===== src/rtl/config_chain_loader.sv =====
// Serializes valid/ready bitstream words LSB-first onto a tile configuration chain.
// Optional CRC-8 trailer check is compiled in with CONFIG_LOADER_CRC_EN.
module config_chain_loader #(
    parameter int WORD_WIDTH   = 8,
    parameter int CHAIN_LENGTH = 96,
    parameter int COUNT_WIDTH  = 16
) (
    input  logic                  clock,
    input  logic                  nreset,
    input  logic                  start,
    input  logic                  abort,
    input  logic [WORD_WIDTH-1:0] word_in,
    input  logic                  word_valid,
    output logic                  word_ready,
    output logic                  config_out,
    output logic                  config_enable,
    output logic                  busy,
    output logic                  done,
    output logic                  crc_error
);

    localparam int WB_WIDTH = $clog2(WORD_WIDTH + 1);
    localparam logic [COUNT_WIDTH-1:0] LP_CHAIN = COUNT_WIDTH'(CHAIN_LENGTH);
    localparam logic [COUNT_WIDTH-1:0] LP_WORD  = COUNT_WIDTH'(WORD_WIDTH);

`ifdef CONFIG_LOADER_CRC_EN
    typedef enum logic [2:0] {ST_IDLE, ST_FETCH, ST_SHIFT, ST_CHECK, ST_DONE} state_t;
`else
    typedef enum logic [2:0] {ST_IDLE, ST_FETCH, ST_SHIFT, ST_DONE} state_t;
`endif

    state_t                  r_state;
    state_t                  w_next;
    logic [WORD_WIDTH-1:0]   r_shift;
    logic [COUNT_WIDTH-1:0]  r_bit_count;
    logic [WB_WIDTH-1:0]     r_word_bits;
    logic                    w_accept;
    logic                    w_shift;
    logic                    w_clear;
    logic                    w_last_bit;
    logic [COUNT_WIDTH-1:0]  w_remaining;
    logic [WB_WIDTH-1:0]     w_load_bits;
`ifdef CONFIG_LOADER_CRC_EN
    logic                    w_trailer;
    logic                    w_fb;
    logic [7:0]              r_crc;
    logic                    r_crc_error;
`endif

    // The final word may be only partly used; its upper bits are never shifted.
    assign w_remaining = LP_CHAIN - r_bit_count;
    assign w_load_bits = (w_remaining < LP_WORD) ? WB_WIDTH'(w_remaining)
                                                 : WB_WIDTH'(WORD_WIDTH);
    assign w_last_bit  = (r_bit_count + COUNT_WIDTH'(1)) == LP_CHAIN;
    assign config_out  = config_enable & r_shift[0];

    always_ff @(posedge clock or negedge nreset) begin
        if (!nreset) begin
            r_state <= ST_IDLE;
        end else begin
            r_state <= w_next;
        end
    end

    always_comb begin
        w_next        = r_state;
        word_ready    = 1'b0;
        config_enable = 1'b0;
        busy          = 1'b0;
        done          = 1'b0;
        w_accept      = 1'b0;
        w_shift       = 1'b0;
        w_clear       = 1'b0;
`ifdef CONFIG_LOADER_CRC_EN
        w_trailer     = 1'b0;
`endif
        case (r_state)
            ST_IDLE: begin
                if (start) begin
                    w_next  = ST_FETCH;
                    w_clear = 1'b1;
                end
            end
            ST_FETCH: begin
                busy       = 1'b1;
                word_ready = 1'b1;
                if (word_valid) begin
                    w_accept = 1'b1;
                    w_next   = ST_SHIFT;
                end
            end
            ST_SHIFT: begin
                busy          = 1'b1;
                config_enable = 1'b1;
                w_shift       = 1'b1;
                if (r_word_bits == WB_WIDTH'(1)) begin
`ifdef CONFIG_LOADER_CRC_EN
                    w_next = w_last_bit ? ST_CHECK : ST_FETCH;
`else
                    w_next = w_last_bit ? ST_DONE : ST_FETCH;
`endif
                end
            end
`ifdef CONFIG_LOADER_CRC_EN
            ST_CHECK: begin
                busy       = 1'b1;
                word_ready = 1'b1;
                if (word_valid) begin
                    w_trailer = 1'b1;
                    w_next    = ST_DONE;
                end
            end
`endif
            ST_DONE: begin
                done = 1'b1;
                if (start) begin
                    w_next  = ST_FETCH;
                    w_clear = 1'b1;
                end
            end
            default: w_next = ST_IDLE;
        endcase
        if (abort) begin
            w_next = ST_IDLE;
        end
    end

    always_ff @(posedge clock or negedge nreset) begin
        if (!nreset) begin
            r_shift     <= '0;
            r_bit_count <= '0;
            r_word_bits <= '0;
        end else begin
            if (w_clear) begin
                r_bit_count <= '0;
            end
            if (w_accept) begin
                r_shift     <= word_in;
                r_word_bits <= w_load_bits;
            end else if (w_shift) begin
                r_shift     <= r_shift >> 1;
                r_bit_count <= r_bit_count + COUNT_WIDTH'(1);
                r_word_bits <= r_word_bits - WB_WIDTH'(1);
            end
        end
    end

`ifdef CONFIG_LOADER_CRC_EN
    // MSB-first CRC-8, polynomial 0x07, fed with each bit as it leaves on config_out.
    assign w_fb = r_crc[7] ^ r_shift[0];

    always_ff @(posedge clock or negedge nreset) begin
        if (!nreset) begin
            r_crc       <= '0;
            r_crc_error <= 1'b0;
        end else if (w_clear || abort) begin
            r_crc       <= '0;
            r_crc_error <= 1'b0;
        end else begin
            if (w_shift) begin
                r_crc <= {r_crc[6:0], 1'b0} ^ (w_fb ? 8'h07 : 8'h00);
            end
            if (w_trailer) begin
                r_crc_error <= (word_in[7:0] != r_crc);
            end
        end
    end

    assign crc_error = r_crc_error;
`else
    assign crc_error = 1'b0;
`endif

endmodule


===== config.mk =====
export PLATFORM = sky130hd
export DESIGN_NAME = config_chain_loader
export DESIGN_NICKNAME = d
export VERILOG_FILES = /design/src/rtl/config_chain_loader.sv
export SDC_FILE = /design/constraint.sdc
export NUM_CORES = 1
export LEC_CHECK = 0
export ABC_AREA = 1
export ABC_CLOCK_PERIOD_IN_PS = 1750
export CAP_MARGIN = 30
export CORE_MARGIN = 10
export CORE_UTILIZATION = 53
export DETAILED_ROUTE_END_ITERATION = 8
export PLACE_DENSITY = 0.76
export RECOVER_POWER = 25
export SLEW_MARGIN = 40
export SYNTH_ARGS = -nofsm -noshare
export SYNTH_HDL_FRONTEND = slang
export SYNTH_SLANG_ARGS = --single-unit

===== constraint.sdc =====
create_clock -name clock -period 1.75 [get_ports clock]
set_input_delay 0.175 -clock clock [delete_from_list [all_inputs] [get_ports clock]]
set_output_delay 0.175 -clock clock [all_outputs]
set_load 0.01 [all_outputs]

==> run_results.csv, run 1 <==
group,metric,value,unit
global_routing,grt_pass1_wl,11600,um
routing,drtPass1Iterations,5,
worst_setup_path,rrSetupSlack,-0.07,ns
timing,setup_violations,4,
timing,tightest_slew,0.778,ns
finish,area.sequential,762,sq um
clock_network,cts_buffer_depth,2,
routing,wl,7080,um
worst_setup_path,cp-start-kind,"flip-flop",
status,violations,"negative setup slack",
global_routing,grt_usage,18.5,%
worst_setup_path,required,1.97,ns
synth,syn_avg_cell_area,6.68,sq um
power_and_ir_drop,fin_total_pwr,3340,uW
power_and_ir_drop,p_leak,0.00159,uW
timing,hold_ws,0.439,ns
synth,yosys_warnings,0,
worst_setup_path,cp-end-kind,"flip-flop",
clock_network,clk_latency,0.30,ns
clock_network,cts.clk_slew.worst_paths,0.07,ns
worst_setup_path,critPathTopFamily,"simple AND/OR/NAND/NOR gates",
timing,hold_viol_final,0,
routing,first_iter_violations,223,
worst_setup_path,crit_cells,12,
floorplan,io_pins,19,
floorplan,row_count,24,
finish,utilization,71.1,%
finish,syn2layout_area_growth,28.3,%
finish,stdcell_area,0.00314,sq mm
min_path,hold_class,"in2reg",
synth,ys_seq_area_share,30.7,%
finish,drive_gt1_share,26.1,%
placed_design,postPlaceCellArea,0.00284,sq mm
worst_setup_path,path_class,"reg2reg",
timing,relSlewSlack,48.1,%
timing,period_minus_slack,1.82,ns
finish,fillers,363,
placed_design,place_congestion,0.919,
synth,synth_cell_types,35,
min_path,min_path_cells,3,
clock_network,clock-root-buffer,"clkbuf_8",
routing,route.detailed.drc,0,
routing,via_per_inst,5.71,
finish,antenna_cells,0,
floorplan,die_x,87.9,um
routing,wire_per_inst,15.2,um
global_routing,overflow,0,
synth,syn_nets,386,
finish,multi_input_area,0.00157,sq mm
synth,syn_area,0.00244,sq mm
timing,drv_slew,0,
routing,postRouteAntennaNets,0,
floorplan,core_area,0.00441,sq mm
worst_setup_path,critPathArrivalTime,2.05,ns
synth,synthCells,366,
finish,final_nets,433,
worst_setup_path,path_max_fanout,5,
timing,fin_worst_skew,0.00356,ns
power_and_ir_drop,peakVddDrop,785,uV
worst_setup_path,critPathBufInv,2,
clock_network,hold_buffers,0,
synth,ys_seq_elements,30,
timing,period_share,104,%
status,status,"finished with violations",
placed_design,portBuffers,17,
power_and_ir_drop,powerDensity,1060,mW/mm^2
timing,max_freq,0.548,GHz
clock_network,cts_tree,"built",
clock_network,cts-htree-levels,2,
global_routing,antenna_found_initial,0,
timing,rsz0062_at_grt,"yes",
clock_network,cts.sinks,30,
global_routing,grt_max_degree,31,
placed_design,dp_hpwl,4990,um
floorplan,dieArea,0.00773,sq mm
floorplan,die_h,87.9,um
worst_setup_path,crit_slowest_cell,"dfrtp_2",
routing,vias,2659,
placed_design,post-place-ws,-0.0332,ns
floorplan,start_util,55.4,%
job,maxCapViolCount,0,
worst_setup_path,slowest_delay,0.45,ns
global_routing,grt_pass1_vias,2529,
clock_network,cts_inserted_buffers,5,
worst_setup_path,path_cells,"buf_6 > nor2_4 > inv_2 > nor2_4 > nand2_2 > nand3_2 > nand2_1 > nor2_1 > nand2_1 > nor2_2 > nand3_1 > a21oi_1",
worst_setup_path,rr_worst_depth,12,
timing,timing.final.ws_setup,-0.0737,ns
worst paths after layout:
| path | start | end |
|---|---|---|
| setup / recovery | r_bit_count[1] | r_word_bits[2] |
| hold / removal | word_in[0] | r_shift[0] |
| setup reg to reg | r_bit_count[1] | r_word_bits[2] |
| hold reg to reg | r_shift[1] | r_shift[0] |
| max in group asynchronous | nreset | r_bit_count[9] |
| min in group asynchronous | nreset | r_shift[6] |
metrics by stage:
stage | setup TNS (ns) | std cells
6_report | -0.215 | 466
3_5_place_dp | -0.0856 | 454
4_1_cts | -0.00764 | 465
3_3_place_gp | -0.0811 | 454
2_1_floorplan | 0 | 366
5_1_grt | -0.721 | 466
cell usage after synthesis, drive strengths merged:
| master | instances | area share [%] |
|---|---|---|
| nand2 | 128 | 21 |
| nor2 | 49 | 11 |
| inv | 45 | 7.0 |
| nand3 | 34 | 7.4 |
| dfrtp | 30 | 31 |
| o21ai | 17 | 3.6 |
| nand4 | 13 | 3.3 |
| a21oi | 9 | 2.0 |
| o22ai | 9 | 2.3 |
| buf | 7 | 2.3 |
| ha | 7 | 3.6 |
| o211ai | 5 | 1.5 |
| clkbuf | 3 | 0.46 |
| xor2 | 3 | 1.4 |
| a22o | 1 | 0.36 |
| and3b | 1 | 0.36 |
| conb | 1 | 0.15 |
| nor3 | 1 | 0.41 |
| o21bai | 1 | 0.46 |
| o221ai | 1 | 0.36 |
| xnor2 | 1 | 0.36 |
repair_timing:
| item | 4_1_cts | 5_1_grt |
|---|---|---|
| resized for setup | 11 | 43 |
| pin swaps | 1 | 15 |
| endpoints found under the setup margin | 8 | 23 |
| setup buffers | 3 | 1 |
| cloned | 0 | 0 |
final cells by class:
class                   instances  area share (%)
clock inverters                 3            1.44
well taps                      52            2.07
clock buffers                   5            2.19
inverters                      45            5.62
flip-flops and latches         30            24.3
multi-input cells             281            50.2
repair buffers                 50            14.2
cells by family after synthesis:
logic type               count (synthesis)  synth area share (%)
other                                    1                 0.153
AO/OA/AOI/OAI                           43                  10.6
adder cells (fa/ha/maj)                  7                  3.58
XOR/XNOR                                 4                  1.74
AND/OR/NAND/NOR                        226                  43.4
buffers and inverters                   55                  9.72
flip-flops                              30                  30.7
flip-flops by register name, summed over array words and instances (netlist names):
signal and flops:
r_bit_count 16, r_shift 8, r_state 2, r_word_bits 4
metal layers:
metal / GRT usage, % / vias to the layer above / part of all wire, %
met5: 0 / - / 0
met2: 31.5 / 114 / 48
met1: 21.8 / 1234 / 42
li1: - / 1275 / -
met4: 7.97 / 0 / 3.6
met3: 4.18 / 36 / 6.8
cell usage in the layout (no fill, tap or decap), drive strengths merged, types with 3 or more instances in the layout:
master,netlist,layout
ha,7,7
dfrtp,30,30
nand3,34,34
o21ai,17,17
a21oi,9,9
nor2,49,49
nand2,128,128
xor2,3,3
o22ai,9,9
clkbuf,3,6
buf,7,32
inv,45,45
o211ai,5,5
nand4,13,13
clkdlybuf4s50,0,12
worst min-delay path, delay by kind of cell:
| family | cells | cell delay (ns) |
|---|---|---|
| and+or+nand+nor | 2 | 0.13 |
| buffers and inverters | 1 | 0.39 |
where the power goes:
group          switching, uW  internal [uW]
Sequential               116            867
Clock                    312            423
Combinational            915            707
Note: power is estimated with default switching activity, not from simulation.
==> run 2, diff against run 1 <==
--- a/config.mk
+++ b/config.mk
@@ -8,7 +8,7 @@
 export ABC_AREA = 1
 export ABC_CLOCK_PERIOD_IN_PS = 1750
 export CAP_MARGIN = 30
-export CORE_MARGIN = 10
+export CORE_MARGIN = 5
 export CORE_UTILIZATION = 53
 export DETAILED_ROUTE_END_ITERATION = 8
 export PLACE_DENSITY = 0.76
==> run_results.csv, run 2 (synthesis results as in run 1) <==
group,metric,value,unit
routing,wire_per_inst,15.1,um
timing,rsz0062_at_grt,"yes",
power_and_ir_drop,intPower,2020,uW
finish,final_nets,441,
global_routing,grt_max_degree,31,
worst_setup_path,required,1.97,ns
routing,postRouteAntennaNets,0,
placed_design,portBuffers,17,
finish,multi_input_area,0.00162,sq mm
floorplan,row_count,24,
status,violations,"negative setup slack",
timing,setup_violations,4,
power_and_ir_drop,combPwrFrac,48.7,%
power_and_ir_drop,clkPwrFrac,21.9,%
timing,drv_slew,0,
routing,first_iter_violations,223,
power_and_ir_drop,switching_power,1350,uW
clock_network,cts-htree-levels,2,
power_and_ir_drop,powerDensity,1030,mW/mm^2
finish,top_register,"r_bit_count",
global_routing,overflow,0,
power_and_ir_drop,peakVddDrop,739,uV
timing,relSlewSlack,48.0,%
routing,wl,7140,um
global_routing,antenna_found_initial,0,
timing,period_minus_slack,1.87,ns
routing,drtPass1Iterations,5,
power_and_ir_drop,seqPwrFrac,29.4,%
placed_design,dp_hpwl,4780,um
finish,fillers,339,
timing,hold_ws,0.443,ns
global_routing,grt_pass1_wl,10800,um
clock_network,cts_buffer_depth,2,
finish,drive_gt1_share,27.7,%
floorplan,core_area,0.00441,sq mm
finish,layout_commonest_cell,"nand2_1",
timing,tightest_slew,0.780,ns
timing,timing.final.ws_setup,-0.124,ns
worst_setup_path,crit_slowest_cell,"dfrtp_1",
floorplan,dieArea,0.00607,sq mm
finish,area.sequential,759,sq um
global_routing,grt_usage,21.5,%
routing,vias,2664,
timing,max_freq,0.534,GHz
timing,hold_viol_final,0,
finish,antenna_cells,0,
global_routing,grt_pass1_vias,2423,
floorplan,io_pins,19,
timing,setup_tns,-0.474,ns
power_and_ir_drop,p_leak,0.00167,uW
worst_setup_path,critPathArrivalTime,2.10,ns
job,maxCapViolCount,0,
clock_network,cts_tree,"built",
worst_setup_path,path_cells,"nor2_2 > nand2_1 > nor2_1 > nand2_1 > nand3_2 > nand2_1 > nor2_1 > nand2_1 > nor2_4 > nand3_2 > a21oi_2",
clock_network,clk_latency,0.30,ns
worst_setup_path,cp-start-kind,"flip-flop",
finish,reg.largest.list,"r_bit_count (16), r_shift (8), r_word_bits (4)",
clock_network,cts_inserted_buffers,5,
min_path,hold_class,"in2reg",
finish,instances_no_fill,474,
timing,period_share,107,%
timing,fin_worst_skew,0.00947,ns
routing,via_per_inst,5.62,
placed_design,place_congestion,0.927,
clock_network,hold_buffers,0,
status,status,"finished with violations",
finish,syn2layout_area_growth,32.9,%
worst_setup_path,critPathTopFamily,"simple AND/OR/NAND/NOR gates",
floorplan,die_h,77.9,um
routing,route.detailed.drc,0,
floorplan,start_util,55.4,%
finish,final_cell_mix,"nand2_1 (111), inv_1 (38), buf_4 (34)",
floorplan,die_x,77.9,um
placed_design,dp.cells,456,
clock_network,cts.clk_slew.worst_paths,0.08,ns
power_and_ir_drop,switching_share,40.0,%
worst_setup_path,critPathBufInv,0,
worst_setup_path,path_max_fanout,7,
clock_network,cts.sinks,30,
worst_setup_path,cp-end-kind,"flip-flop",
worst_setup_path,path_class,"reg2reg",
clock_network,clock-root-buffer,"clkbuf_8",
worst_setup_path,slowest_delay,0.54,ns
finish,largest_register_ff_count,16,
worst_setup_path,crit_top_cell,"nand2_1",
-- run 2: cell count changes in the layout (fill, tap and decap cells not counted), sizes merged --
cell	delta
buf	+8
-- run 2: worst register-to-register path, delay by kind of cell (launching register included) --
family           cells  cell delay [ns]
AO/OA/AOI/OAI        1             0.12
AND/OR/NAND/NOR     10             1.13
flip-flops           1             0.54
-- run 2: path summary, 6_finish.rpt --
kind	cells past startpoint	to	slack, ns	startpoint
min	3	r_shift[7]	0.44	word_in[7]
max in group asynchronous	2	r_bit_count[10]	0.72	nreset
min in group asynchronous	2	r_bit_count[1]	0.48	nreset
max reg2reg	11	r_word_bits[2]	-0.12	r_bit_count[8]
min reg2reg	2	r_shift[0]	0.49	r_shift[1]
max	11	r_word_bits[2]	-0.12	r_bit_count[8]
-- run 2: stage by stage --
step	power, uW	setup slack (ns)	area (sq um)	util [%]
6_report	3360	-0.124	3250	73.6
2_1_floorplan	1840	0.0749	2440	-
4_1_cts	3210	-0.0178	3060	69.3
3_3_place_gp	2390	-0.0652	2870	65.1
5_1_grt	3600	-0.204	3250	73.6
3_5_place_dp	2420	-0.0760	2870	65.1
-- run 2: routing by layer --
| layer | up-vias | part of all wire, % | GRT usage [%] |
|---|---|---|---|
| met5 | - | 0 | 0 |
| met4 | 0 | 3.5 | 6.59 |
| met3 | 36 | 7.1 | 5.21 |
| met2 | 122 | 47 | 35.4 |
| met1 | 1213 | 42 | 27.8 |
| li1 | 1293 | - | - |
-- run 2: cell type report --
type	count	share of cell area, %
tap	52	2.00
clock buffer	5	2.12
multi-input combinational	281	49.7
inverter	45	5.43
sequential	30	23.4
clock inverter	3	1.39
timing repair buffer	58	15.9
-- run 2: power groups by stage --
stage | registers, uW | clock network [uW] | logic, uW
2_1_floorplan | 970 | 0 | 875
3_3_place_gp | 976 | 0 | 1410
3_5_place_dp | 984 | 0 | 1430
4_1_cts | 965 | 737 | 1510
5_1_grt | 1010 | 782 | 1820
6_report | 989 | 735 | 1640
-- run 2: timing repair --
action	4_1_cts	5_1_grt
gates cloned	0	0
buffers inserted	5	6
gates resized for setup	16	41
setup endpoints to repair	8	25
pin swaps	6	29
==> run 3, diff against run 2 <==
--- a/config.mk
+++ b/config.mk
@@ -6,12 +6,12 @@
 export NUM_CORES = 1
 export LEC_CHECK = 0
 export ABC_AREA = 1
-export ABC_CLOCK_PERIOD_IN_PS = 1750
+export ABC_CLOCK_PERIOD_IN_PS = 2400
 export CAP_MARGIN = 30
 export CORE_MARGIN = 5
-export CORE_UTILIZATION = 53
+export CORE_UTILIZATION = 40
 export DETAILED_ROUTE_END_ITERATION = 8
-export PLACE_DENSITY = 0.76
+export PLACE_DENSITY = 0.58
 export RECOVER_POWER = 25
 export SLEW_MARGIN = 40
 export SYNTH_ARGS = -nofsm -noshare
==> constraint.sdc (replaced) <==
create_clock -name clock -period 2.4 [get_ports clock]
set_input_delay 0.24 -clock clock [delete_from_list [all_inputs] [get_ports clock]]
set_output_delay 0.24 -clock clock [all_outputs]
set_load 0.01 [all_outputs]
==> run_results.csv, run 3 (synthesis results as in run 1) <==
group,metric,value,unit
worst_setup_path,path_cells,"inv_2 > ha_1 > nand3_1 > nand2_2 > nand2_2 > nor2_1 > nand2_1 > nand2_1 > nand3_1 > nor2_2 > nand2_1 > o21bai_2",
timing,drv_slew,31,
power_and_ir_drop,peakVddDrop,576,uV
routing,drtPass1Iterations,5,
routing,wl,6430,um
routing,wire_per_inst,14.0,um
floorplan,die_h,88.2,um
floorplan,core_area,0.00592,sq mm
timing,max_freq,0.498,GHz
status,status,"finished with violations",
min_path,hold_class,"reg2reg",
worst_setup_path,slowest_delay,0.47,ns
worst_setup_path,rrSetupSlack,0.39,ns
finish,antenna_cells,0,
timing,timing.final.ws_setup,0.392,ns
timing,setup_tns,0,ns
placed_design,post-place-ws,0.406,ns
finish,instances_no_fill,459,
worst_setup_path,crit_top_cell,"nand2_1",
timing,period_minus_slack,2.01,ns
worst_setup_path,path_class,"reg2reg",
global_routing,grt_max_degree,31,
timing,tightest_slew,1.76,ns
worst_setup_path,path_max_fanout,7,
clock_network,cts_setup_buffers,0,
timing,rsz0062_at_grt,"no",
routing,first_iter_violations,159,
worst_setup_path,cp-end-kind,"flip-flop",
global_routing,grt_pass1_wl,10900,um
min_path,min_path_cells,2,
placed_design,place_congestion,0.913,
power_and_ir_drop,p_leak,0.00137,uW
placed_design,portBuffers,17,
job,maxCapViolCount,1,
clock_network,cts_buffer_depth,2,
finish,final_cell_mix,"nand2_1 (120), inv_1 (40), nor2_1 (37)",
global_routing,grt_usage,17.9,%
routing,vias,2373,
finish,layout_commonest_cell,"nand2_1",
finish,syn2layout_area_growth,12.3,%
clock_network,ctsResizeCount,0,
timing,period_share,83.7,%
clock_network,hold_buffers,0,
timing,fin_worst_skew,0.0109,ns
finish,top_register,"r_bit_count",
floorplan,dieArea,0.00778,sq mm
timing,hold_viol_final,0,
worst_setup_path,crit_cells,12,
routing,postRouteAntennaNets,0,
finish,reg.largest.list,"r_bit_count (16), r_shift (8), r_word_bits (4)",
finish,final_nets,404,
floorplan,io_pins,19,
status,violations,"max-capacitance violations, max-slew violations",
power_and_ir_drop,powerDensity,734,mW/mm^2
global_routing,grt_pass1_vias,2186,
placed_design,dp.cells,452,
clock_network,clk_latency,0.28,ns
clock_network,clock-root-buffer,"clkbuf_8",
worst_setup_path,critPathArrivalTime,2.21,ns
worst_setup_path,critPathBufInv,1,
routing,route.detailed.drc,0,
placed_design,dp_hpwl,4920,um
global_routing,overflow,0,
worst_setup_path,critPathTopFamily,"simple AND/OR/NAND/NOR gates",
clock_network,cts_inserted_buffers,5,
floorplan,start_util,41.3,%
clock_network,cts_tree,"built",
worst_setup_path,crit_slowest_cell,"dfrtp_1",
global_routing,antenna_found_initial,0,
clock_network,cts-htree-levels,2,
clock_network,cts.clk_slew.worst_paths,0.06,ns
finish,drive_gt1_share,10.4,%
finish,largest_register_ff_count,16,
timing,setup_violations,0,
floorplan,row_count,28,
timing,relSlewSlack,-17.0,%
worst_setup_path,cp-start-kind,"flip-flop",
worst_setup_path,rr_worst_depth,12,
clock_network,cts.sinks,30,
routing,via_per_inst,5.17,
floorplan,die_x,88.2,um
worst_setup_path,required,2.60,ns
==> run 3: changes by cell type in the layout (fill, tap and decap cells not counted), moves of 4 or more <==
cell	before	now
buf_4	34	3
buf_6	4	0
clkdlybuf4s50_1	12	17
dfrtp_1	23	30
dfrtp_2	7	0
nand2_1	111	120
nand2_2	11	6
nand2_4	6	2
nand3_1	25	32
nand3_2	6	2
nor2_1	29	37
nor2_2	10	4
==> run 3: worst paths after layout <==
check / startpoint / end
setup / recovery: r_bit_count[0] / r_word_bits[1]
hold / removal: r_shift[1] / r_shift[0]
setup reg to reg: r_bit_count[0] / r_word_bits[1]
hold reg to reg: r_shift[1] / r_shift[0]
min in group asynchronous: nreset / r_bit_count[1]
max in group asynchronous: nreset / r_bit_count[15]
==> run 3: layer usage <==
layer	part of all wire (%)	track usage, %
met5	0	0
met2	48	29.5
met1	47	24.2
met3	4.7	3.20
met4	0.98	5.08
==> run 3: layout make-up <==
class,instances,area [sq um]
clock buffers,7,76.3
fillers,652,3180
inverters,45,171
multi-input cells,281,1460
flip-flops and latches,30,751
well taps,75,93.8
repair buffers,21,196
==> run 3: worst register-to-register path: cells and delay by family (launching register included) <==
family	cells	cell delay (ns)
and+or+nand+nor	9	0.93
adders and majority gates	1	0.27
AOI/OAI and AO/OA	1	0.12
DFF	1	0.47
buffers and inverters	1	0.15
==> run 3: report_power, final <==
group          total [uW]  internal [uW]  switching (uW)
clock network         390            200             191
logic                 895            344             551
registers             729            631            98.6
==> run 3: through the flow <==
| step | utilization, % | hold slack [ns] | cell area, sq um | power (uW) |
|---|---|---|---|---|
| after floorplan | - | -0.0556 | 2440 | 1350 |
| after global routing | 46.4 | 0.521 | 2750 | 2190 |
| after global placement | 45.1 | 0.469 | 2670 | 1630 |
| after CTS | 46.4 | 0.367 | 2750 | 2030 |
| final | 46.4 | 0.489 | 2750 | 2010 |
| after detailed placement | 45.1 | 0.492 | 2670 | 1630 |
